--- src/rtl/nav_pkg.sv ---
// Shared types and defaults for the maze-move sequencer.
//   nav_state_t : sequencer FSM states
//   NAV_*       : default speed ceiling, ramp step and fast-decel multiplier
//   fast_step() : saturating RAMP_INC * FAST_MULT used as the fast-decel step
package nav_pkg;

    localparam int unsigned SPD_W  = 11;
    localparam int unsigned MULT_W = 3;
    localparam int unsigned PROD_W = SPD_W + MULT_W;

    localparam logic [SPD_W-1:0]  NAV_MAX_SPD   = 11'h2A0;
    localparam logic [SPD_W-1:0]  NAV_RAMP_INC  = 11'd18;
    localparam logic [MULT_W-1:0] NAV_FAST_MULT = 3'd4;

    typedef enum logic [2:0] {
        IDLE     = 3'd0,
        HDNG     = 3'd1,
        RAMP_UP  = 3'd2,
        DEC_NORM = 3'd3,
        DEC_FAST = 3'd4
    } nav_state_t;

    // Product saturates to the full speed range rather than wrapping.
    function automatic logic [SPD_W-1:0] fast_step(
        input logic [SPD_W-1:0]  inc,
        input logic [MULT_W-1:0] mult
    );
        logic [PROD_W-1:0] prod;
        prod = PROD_W'(inc) * PROD_W'(mult);
        if (prod > PROD_W'({SPD_W{1'b1}})) begin
            return {SPD_W{1'b1}};
        end
        return prod[SPD_W-1:0];
    endfunction

endpackage

--- src/rtl/nav_spd_ramp.sv ---
// Saturating up/down speed accumulator.
//   clk, rst    : clock, synchronous active-high reset
//   clr         : force speed to zero (highest priority)
//   inc         : add step, clamped at MAX_SPD
//   dec         : subtract step, clamped at zero
//   step        : step magnitude
//   spd         : registered speed
//   spd_nxt_c   : combinational next-cycle speed (lets the parent register
//                 flags that track spd in the same cycle)
module nav_spd_ramp
    import nav_pkg::*;
#(
    parameter logic [SPD_W-1:0] MAX_SPD = NAV_MAX_SPD
) (
    input  logic             clk,
    input  logic             rst,
    input  logic             clr,
    input  logic             inc,
    input  logic             dec,
    input  logic [SPD_W-1:0] step,
    output logic [SPD_W-1:0] spd,
    output logic [SPD_W-1:0] spd_nxt_c
);

    localparam int unsigned SUM_W = SPD_W + 1;

    logic [SPD_W-1:0] r_spd;
    logic [SUM_W-1:0] w_sum;
    logic [SPD_W-1:0] w_up;
    logic [SPD_W-1:0] w_dn;

    // One extra bit on the sum so the ceiling compare never sees a wrap.
    always_comb begin
        w_sum = SUM_W'(r_spd) + SUM_W'(step);
        w_up  = (w_sum > SUM_W'(MAX_SPD)) ? MAX_SPD : w_sum[SPD_W-1:0];
        w_dn  = (r_spd > step) ? (r_spd - step) : '0;
    end

    always_comb begin
        spd_nxt_c = r_spd;
        if (clr) begin
            spd_nxt_c = '0;
        end else if (inc) begin
            spd_nxt_c = w_up;
        end else if (dec) begin
            spd_nxt_c = w_dn;
        end
    end

    always_ff @(posedge clk) begin
        if (rst) begin
            r_spd <= '0;
        end else begin
            r_spd <= spd_nxt_c;
        end
    end

    assign spd = r_spd;

endmodule

--- src/rtl/nav_sequencer.sv ---
// Sequences the heading PID for one maze move: heading-only turns, forward
// moves with a speed ramp, and termination on heading convergence, wall ahead
// or a requested side opening.
//   clk, rst            : clock, synchronous active-high reset
//   strt_hdng, strt_mv  : start commands, honoured only in IDLE
//   stp_lft, stp_rght   : stop-at-opening requests, sampled with strt_mv
//   hdng_vld            : paces every speed update
//   at_hdng             : PID heading converged
//   lft_opn, rght_opn   : side openings
//   frwrd_opn           : path ahead clear
//   moving              : PID enable
//   frwrd_spd           : forward speed to the PID
//   mv_cmplt            : one-cycle move-complete pulse
//   en_fusion           : speed above half the ceiling
module nav_sequencer
    import nav_pkg::*;
#(
    parameter logic [SPD_W-1:0]  MAX_SPD   = NAV_MAX_SPD,
    parameter logic [SPD_W-1:0]  RAMP_INC  = NAV_RAMP_INC,
    parameter logic [MULT_W-1:0] FAST_MULT = NAV_FAST_MULT
) (
    input  logic             clk,
    input  logic             rst,
    input  logic             strt_hdng,
    input  logic             strt_mv,
    input  logic             stp_lft,
    input  logic             stp_rght,
    input  logic             hdng_vld,
    input  logic             at_hdng,
    input  logic             lft_opn,
    input  logic             rght_opn,
    input  logic             frwrd_opn,
    output logic             moving,
    output logic [SPD_W-1:0] frwrd_spd,
    output logic             mv_cmplt,
    output logic             en_fusion
);

    localparam logic [SPD_W-1:0] FAST_STEP = fast_step(RAMP_INC, FAST_MULT);
    localparam logic [SPD_W-1:0] HALF_SPD  = MAX_SPD >> 1;

    nav_state_t r_state;
    nav_state_t w_nxt_state;

    logic r_stp_lft;
    logic r_stp_rght;
    logic r_lft_prev;
    logic r_rght_prev;
    logic r_moving;
    logic r_mv_cmplt;
    logic r_en_fusion;

    logic             w_lft_rise;
    logic             w_rght_rise;
    logic             w_side_stop;
    logic             w_cmplt;
    logic             w_clr;
    logic             w_inc;
    logic             w_dec;
    logic [SPD_W-1:0] w_step;
    logic [SPD_W-1:0] w_spd;
    logic [SPD_W-1:0] w_spd_nxt;
    logic             w_start_mv;

    // Side-opening rising edges against the previous-cycle samples.
    assign w_lft_rise  = lft_opn  & ~r_lft_prev;
    assign w_rght_rise = rght_opn & ~r_rght_prev;
    assign w_side_stop = (r_stp_lft & w_lft_rise) | (r_stp_rght & w_rght_rise);

    // Next state and speed-ramp controls; speed updates follow the current
    // state, so a transition coinciding with hdng_vld still applies the old
    // state's step.
    always_comb begin
        w_nxt_state = r_state;
        w_cmplt     = 1'b0;
        w_clr       = 1'b0;
        w_inc       = 1'b0;
        w_dec       = 1'b0;
        w_step      = RAMP_INC;

        case (r_state)
            IDLE: begin
                w_clr = 1'b1;
                if (strt_hdng) begin
                    w_nxt_state = HDNG;
                end else if (strt_mv) begin
                    w_nxt_state = RAMP_UP;
                end
            end
            HDNG: begin
                w_clr = 1'b1;
                if (at_hdng) begin
                    w_nxt_state = IDLE;
                    w_cmplt     = 1'b1;
                end
            end
            RAMP_UP: begin
                w_inc = hdng_vld;
                if (!frwrd_opn) begin
                    w_nxt_state = DEC_FAST;
                end else if (w_side_stop) begin
                    w_nxt_state = DEC_NORM;
                end
            end
            DEC_NORM: begin
                w_dec = hdng_vld;
                if (w_spd == '0) begin
                    w_nxt_state = IDLE;
                    w_cmplt     = 1'b1;
                end else if (!frwrd_opn) begin
                    w_nxt_state = DEC_FAST;
                end
            end
            DEC_FAST: begin
                w_dec  = hdng_vld;
                w_step = FAST_STEP;
                if (w_spd == '0) begin
                    w_nxt_state = IDLE;
                    w_cmplt     = 1'b1;
                end
            end
            default: begin
                w_nxt_state = IDLE;
            end
        endcase
    end

    assign w_start_mv = (r_state == IDLE) && (w_nxt_state == RAMP_UP);

    // State, output and latch registers.
    always_ff @(posedge clk) begin
        if (rst) begin
            r_state     <= IDLE;
            r_moving    <= 1'b0;
            r_mv_cmplt  <= 1'b0;
            r_en_fusion <= 1'b0;
            r_stp_lft   <= 1'b0;
            r_stp_rght  <= 1'b0;
            r_lft_prev  <= 1'b0;
            r_rght_prev <= 1'b0;
        end else begin
            r_state     <= w_nxt_state;
            r_moving    <= (w_nxt_state != IDLE);
            r_mv_cmplt  <= w_cmplt;
            r_en_fusion <= (w_spd_nxt > HALF_SPD);
            if (w_start_mv) begin
                // Seed the edge detectors so an already-open side is not an edge.
                r_stp_lft   <= stp_lft;
                r_stp_rght  <= stp_rght;
                r_lft_prev  <= lft_opn;
                r_rght_prev <= rght_opn;
            end else if (r_state == RAMP_UP) begin
                r_lft_prev  <= lft_opn;
                r_rght_prev <= rght_opn;
            end
        end
    end

    nav_spd_ramp #(
        .MAX_SPD (MAX_SPD)
    ) u_spd_ramp (
        .clk       (clk),
        .rst       (rst),
        .clr       (w_clr),
        .inc       (w_inc),
        .dec       (w_dec),
        .step      (w_step),
        .spd       (w_spd),
        .spd_nxt_c (w_spd_nxt)
    );

    assign moving    = r_moving;
    assign frwrd_spd = w_spd;
    assign mv_cmplt  = r_mv_cmplt;
    assign en_fusion = r_en_fusion;

endmodule

--- config.mk ---
export PLATFORM = sky130hd
export DESIGN_NAME = nav_sequencer
export DESIGN_NICKNAME = d
export VERILOG_FILES = /design/src/rtl/nav_pkg.sv /design/src/rtl/nav_spd_ramp.sv /design/src/rtl/nav_sequencer.sv
export SDC_FILE = /design/constraint.sdc
export NUM_CORES = 1
export LEC_CHECK = 0
export ABC_AREA = 1
export CAP_MARGIN = 20
export CORE_MARGIN = 2
export CORE_UTILIZATION = 55
export DETAILED_ROUTE_END_ITERATION = 10
export PLACE_DENSITY = 0.83
export SYNTH_ARGS = -nofsm -noshare
export SYNTH_HDL_FRONTEND = slang
export SYNTH_SLANG_ARGS = --single-unit
export TNS_END_PERCENT = 10
--- constraint.sdc ---
create_clock -name clk -period 7.3 [get_ports clk]
set_clock_uncertainty 0.2 [all_clocks]
set_input_delay 0.73 -clock clk [delete_from_list [all_inputs] [get_ports clk]]
set_output_delay 0.73 -clock clk [all_outputs]
set_load 0.1 [all_outputs]
Yosys cells after proc, flatten, opt, wreduce, memory -nomap -nowiden
Cells that the tools add are included.
{"block": "word_totals", "input_bits": 11, "regBits": 21, "out_inout_bits": 14, "wordCells": 58}
{"block": "op_classes", "n_reduce_logical": 7, "n_lt_le_gt_ge": 3, "n_mux": 25, "n_bitwise": 7, "addsub": 2, "eq_ne": 5}
{"operator": "2-to-1 mux 11 bit", "n": 5}
{"operator": "2-to-1 mux 3 bit", "n": 8}
{"operator": "one-hot mux 3 bit (5 select lines)", "n": 1}
{"operator": "adder 11 x 7 -> 12 bit", "n": 1}
{"operator": "greater-than comparator 12 x 10 -> 1 bit, second input constant", "n": 1}
{"operator": "greater-than comparator 11 x 7 -> 1 bit", "n": 1}
{"operator": "greater-than comparator 11 x 9 -> 1 bit, second input constant", "n": 1}
{"operator": "zero test 11 bit", "n": 1}
{"operator": "subtractor 11 x 7 -> 11 bit", "n": 1}
{"operator": "== test 3 x 2 -> 1 bit, second input constant", "n": 3}
{"operator": "2-to-1 mux 1 bit", "n": 9}
{"operator": "2-to-1 mux 7 bit", "n": 1}
{"operator": "bitwise AND 1 bit", "n": 4}
{"operator": "OR reduction 2 bit", "n": 2}
{"operator": "== test 3 x 1 -> 1 bit, second input constant", "n": 1}
{"operator": "== test 3 bit, second input constant", "n": 1}
{"operator": "zero test 3 bit", "n": 1}
{"operator": "nonzero test 3 bit", "n": 1}
{"operator": "inverter 1 bit", "n": 2}
{"operator": "one-hot mux 1 bit (2 select lines)", "n": 1}
{"operator": "nonzero test 2 bit", "n": 1}
{"operator": "logical AND 1 bit", "n": 1}
{"operator": "OR 1 bit", "n": 1}

Logic depth before layout (Yosys ltp)
{"block": "logic_depth", "depth_word": 10, "ltp_mapped": 23}

Modules after synthesis
Synthesis repeated with hierarchy kept, for this count alone.
{"block": "hier_totals", "hier_cells": 418, "hier_area_um2": 2499.9}
{"mod": "nav_spd_ramp", "seq_area_each_um2": 220.2, "area_per_inst_um2": 1895.6, "cells_each": 319, "instances": 1}
{"mod": "nav_sequencer", "seq_area_each_um2": 200.2, "area_per_inst_um2": 604.3, "cells_each": 99, "instances": 1}

Worst setup path before layout
Ideal clock, no wire load.
{"block": "synth_path", "path_kind": "register -> register", "startpoint": "register u_spd_ramp.r_spd[6], in the netlist u_spd_ramp.spd[6]", "endpoint": "register r_en_fusion, in the netlist en_fusion", "path_buffers": 0, "setup_time_ps": 115, "path_stages_with_launch": 19, "t_arrival_ps": 2789, "path_slack_ps": 4196, "required_time_ps": 6985, "synth_period_minus_slack_ps": 3104, "cell_sequence": "dfxtp_1 ha_1 inv_2 nand2_2 o21a_1 nand2_2 nand2_2 nand2_2 nand2_4 nor2_8 nand4_2 nand2_2 nand2_2 nor2_1 nand2_1 nor2_1 nand2_1 nand2_1 nor2_1"}
{"block": "synth_via", "elab_chain_cells": 6}
{"item": "start: declaration", "line": "nav_spd_ramp.sv:27", "text": "logic [SPD_W-1:0] r_spd;"}
{"item": "start signal: assignment", "line": "nav_spd_ramp.sv:54", "text": "r_spd <= spd_nxt_c;"}
{"item": "adder 11 x 7 -> 12 bit, or another cell as far along", "line": "nav_spd_ramp.sv:34", "text": "w_sum = SUM_W'(r_spd) + SUM_W'(step);"}
{"item": "greater-than comparator 12 x 10 -> 1 bit / 2-to-1 mux 11 bit (equally long branches)", "line": "nav_spd_ramp.sv:35, nav_spd_ramp.sv:36"}
{"item": "2-to-1 mux 11 bit, on equally long branches", "line": "nav_spd_ramp.sv:35, nav_spd_ramp.sv:45"}
{"item": "2-to-1 mux 11 bit (*)", "line": "nav_spd_ramp.sv:43", "text": "end else if (inc) begin"}
{"item": "2-to-1 mux 11 bit (*)", "line": "nav_spd_ramp.sv:41", "text": "if (clr) begin"}
{"item": "greater-than comparator 11 x 9 -> 1 bit (*)", "line": "nav_sequencer.sv:145", "text": "r_en_fusion <= (w_spd_nxt > HALF_SPD);"}
{"item": "end signal: assignment", "line": "nav_sequencer.sv:145"}
{"item": "end: declaration", "line": "nav_sequencer.sv:51", "text": "logic r_en_fusion;"}
Every way passes the cells marked *; elsewhere a longest branch is shown, timed or not.
A chain may end at the register's enable or synchronous reset.

Worst setup path after layout
{"block": "layout_path", "startpoint": "register r_state[0]", "endpoint": "register r_en_fusion, in the netlist en_fusion"}
{"block": "layout_via", "elab_chain_cells": 8}
{"item": "start: declaration", "line": "nav_sequencer.sv:42", "text": "nav_state_t r_state;"}
{"item": "start signal: assignment", "line": "nav_sequencer.sv:142", "text": "r_state <= w_nxt_state;"}
{"item": "== test 3 bit", "line": "nav_sequencer.sv:81", "text": "case (r_state)"}
{"item": "2-to-1 mux 7 bit", "line": "nav_sequencer.sv:81"}
{"item": "adder 11 x 7 -> 12 bit, or another cell as far along", "line": "nav_spd_ramp.sv:34"}
{"item": "greater-than comparator 12 x 10 -> 1 bit / 2-to-1 mux 11 bit (equally long branches)", "line": "nav_spd_ramp.sv:35, nav_spd_ramp.sv:36"}
{"item": "2-to-1 mux 11 bit, on equally long branches", "line": "nav_spd_ramp.sv:35, nav_spd_ramp.sv:45"}
{"item": "2-to-1 mux 11 bit", "line": "nav_spd_ramp.sv:43"}
{"item": "2-to-1 mux 11 bit (*)", "line": "nav_spd_ramp.sv:41"}
{"item": "greater-than comparator 11 x 9 -> 1 bit (*)", "line": "nav_sequencer.sv:145"}
Marks and branches as above.

==> results.json <==
{
  "drt_iter0_drc": 154,
  "power.internal_mw": 0.160,
  "drt_drc_violations_left": 0,
  "post_cts_buffers": 0,
  "dp.cells": 386,
  "ys.flop_type": "dfxtp_1",
  "grt_overflow": 0,
  "start_kind": "register",
  "timing.rr.end": "en_fusion",
  "ys_top_cells_by_count": "nand2_1 (87), inv_1 (38), nor2_1 (37), nand3_1 (31), dfxtp_1 (21)",
  "clkPwrFrac": 0.232,
  "syn_nets": 344,
  "clock_latency_ns": 0.31,
  "crit_start": "r_state[0]",
  "coreArea_um2": 3420,
  "die_area_um2": 4160,
  "yosysWarnings": 0,
  "max_slew.worst_pin.slew_ns": 0.974,
  "ctsRootBufferMaster": "clkbuf_4",
  "drive_gt1_frac": 0.137,
  "setup_slack_ns": 4.20,
  "std_cell_rows": 21,
  "async_reset_ff_frac": 0,
  "top_usage_layer": "met2",
  "report.final.slew_viol_count": 0,
  "crit_type": "reg2reg",
  "gr-usage-all-layers": 0.268,
  "r2r_setup_slack_ns": 4.20,
  "clock-sinks": 21,
  "cpPeakStageDelay_ns": 0.51,
  "postCtsHoldBufs": 0,
  "antenna_left": 0,
  "critical_path.top_delay_family": "simple AND/OR/NAND/NOR gates",
  "grt_pass1_vias": 1943,
  "post-dp-hpwl_um": 4230,
  "hold_path_end": "r_lft_prev",
  "setup_violations": 0,
  "yosys.area.top_type": "dfxtp_1",
  "cpMaxStageDelayCell": "ha_1",
  "p_sw_mw": 0.0824,
  "synthTopCellsByArea": "dfxtp_1 (21%), nand2_1 (16%), nand3_1 (7.7%), inv_1 (7.1%), nor2_1 (6.9%)",
  "vias": 2155,
  "post-place-ws_ns": 4.21,
  "switching_share": 0.339,
  "powerDensity_nw_per_um2": 106,
  "pwr-share-seq": 0.511,
  "met2_usage": 0.411,
  "synth_cells": 322,
  "wl_per_cell_um": 13.4,
  "placedInstanceArea_um2": 2270,
  "p_comb_frac": 0.258,
  "crit_chain": "inv_2 > nand3_4 > ha_1 > inv_4 > nor2_1 > nand3_1 > nand3_1 > nand2_1 > nand2_1 > inv_1 > nand2_1 > nand2_2 > nand2_4 > nand3_1 > nand2_1 > nand2_1 > nor2_1 > nand2_1 > nor2_1 > nand2_1 > nand2_1 > nor2_1",
  "final_util": 0.674,
  "yosysUniqueCellTypes": 41,
  "synth_top_area_frac": 0.209,
  "postSynthAreaPerCell_um2": 6.26,
  "numPortBuffers": 24,
  "cts_buffers": 3,
  "drv_cap": 0,
  "holdPathStages": 2,
  "fin_nets": 367,
  "die_w_um": 64.5,
  "path_max_fanout": 9,
  "grt_pass1_wl_um": 8980,
  "cts_buffer_depth": 2,
  "met3_usage": 0.0538,
  "endpoint_kind": "register",
  "yosysMostFrequentCell": "nand2_1",
  "synth_area_um2": 2010,
  "fin_cells": 390,
  "crit_buf_inv": 3,
  "wl_um": 5230,
  "max_freq_mhz": 323,
  "fin_hold_ws_ns": 0.292,
  "antenna_found_initial": 0,
  "relSlewSlack": 0.348,
  "htreeDepth": 1,
  "routabilityCongestion": 0.942,
  "synth_edf_count": 0,
  "hold_viol": 0,
  "hold_class": "reg2reg",
  "grt_use_met1": 0.386,
  "io-pin-count": 25,
  "ys_seq_area_frac": 0.209,
  "fin_setup_tns_ns": 0,
  "area_growth_pct": 14.2,
  "cts_resized": 0,
  "n_fill_cell": 299,
  "antenna_cells": 0,
  "rsz0062_at_grt": "false",
  "grt_max_degree": 18,
  "timing.rr.start": "r_state[0]",
  "cp_data_required_time_ns": 7.32,
  "ir_drop_mv": 0.0943,
  "fin_crit_ns": 3.10,
  "fin_crit_sh": 0.424,
  "first_pass_iters": 4,
  "clkTransAtPathRegs_ns": 0.11,
  "vias_per_cell": 5.53,
  "ys_seq_elements": 21,
  "worstPathArrival_ns": 3.12,
  "finalInstanceArea_um2": 2300,
  "initial_core_util": 0.590,
  "rr_worst_depth": 22,
  "cp_common_cell": "nand2_1",
  "leakagePower_nw": 1.15,
  "status": "finished clean",
  "worstHoldStart": "r_lft_prev",
  "fp.dieH_um": 64.5,
  "cts_tree": "built",
  "p_total_mw": 0.243
}
tightest hold or removal path, stage by stage (launching register included):
cell	delay, ns
dfxtp_1	0.35
nor2_1	0.05
nor2_1	0.08
power by group through the flow:
stage / registers (mW) / clock network [mW] / logic (mW)
after floorplan: 0.138 / 0 / 0.0335
after global placement: 0.127 / 0 / 0.0612
after detailed placement: 0.127 / 0 / 0.0616
after CTS: 0.124 / 0.0585 / 0.0618
after global routing: 0.125 / 0.0631 / 0.0682
final: 0.124 / 0.0562 / 0.0626
sequential cells by signal (all words and copies together) (netlist names):
name / flops
r_lft_prev: 1
moving: 1
u_spd_ramp.spd: 11
mv_cmplt: 1
r_rght_prev: 1
r_stp_lft: 1
en_fusion: 1
r_stp_rght: 1
r_state: 3
placed cells by master (no fill, tap or decap), drive strengths merged:
cell,netlist,layout
nor2,40,40
a21oi,13,13
xnor2,1,1
and3b,1,1
nor4,2,2
o2111ai,1,1
clkdlybuf4s50,0,24
clkinv,0,1
o21a,1,1
nor3,9,9
xor2,3,3
dfxtp,21,21
o221ai,1,1
clkbuf,1,3
nand2,101,101
o21ai,12,12
a31oi,1,1
nand4,8,8
ha,11,11
o211ai,3,3
inv,48,48
nand3,37,37
nand3b,2,2
worst max-delay path by stage:
stage,cells past startpoint,to
after detailed placement,14,en_fusion
after global placement,14,en_fusion
after floorplan,18,en_fusion
after global routing,20,en_fusion
after CTS,1,frwrd_spd[5]
final,22,en_fusion
routing by layer:
| layer | part of all wire | up-vias |
|---|---|---|
| met2 | 0.43 | 101 |
| li1 | - | 1086 |
| met1 | 0.47 | 956 |
| met3 | 0.090 | 12 |
| met5 | 0 | - |
| met4 | 0.014 | 0 |
logic make-up (layout without fill, tap and decap cells):
group	after synthesis	in the layout	share of synthesized area
AO/OA/AOI/OAI	32	32	0.0981
XOR/XNOR	4	4	0.0211
adder cells (fa/ha/maj)	11	11	0.0683
buffers and inverters	54	76	0.110
flip-flops	21	21	0.209
AND/OR/NAND/NOR	200	200	0.494
layout make-up:
type | count | area [um2] | area share
multi-input combinational | 247 | 1370 | 0.597
sequential | 21 | 420 | 0.183
timing repair buffer | 24 | 240 | 0.104
inverter | 48 | 183 | 0.0794
tap | 46 | 57.6 | 0.0250
clock buffer | 3 | 22.5 | 0.00979
clock inverter | 1 | 5.00 | 0.00218
Note: power is estimated with default switching activity, not from simulation.
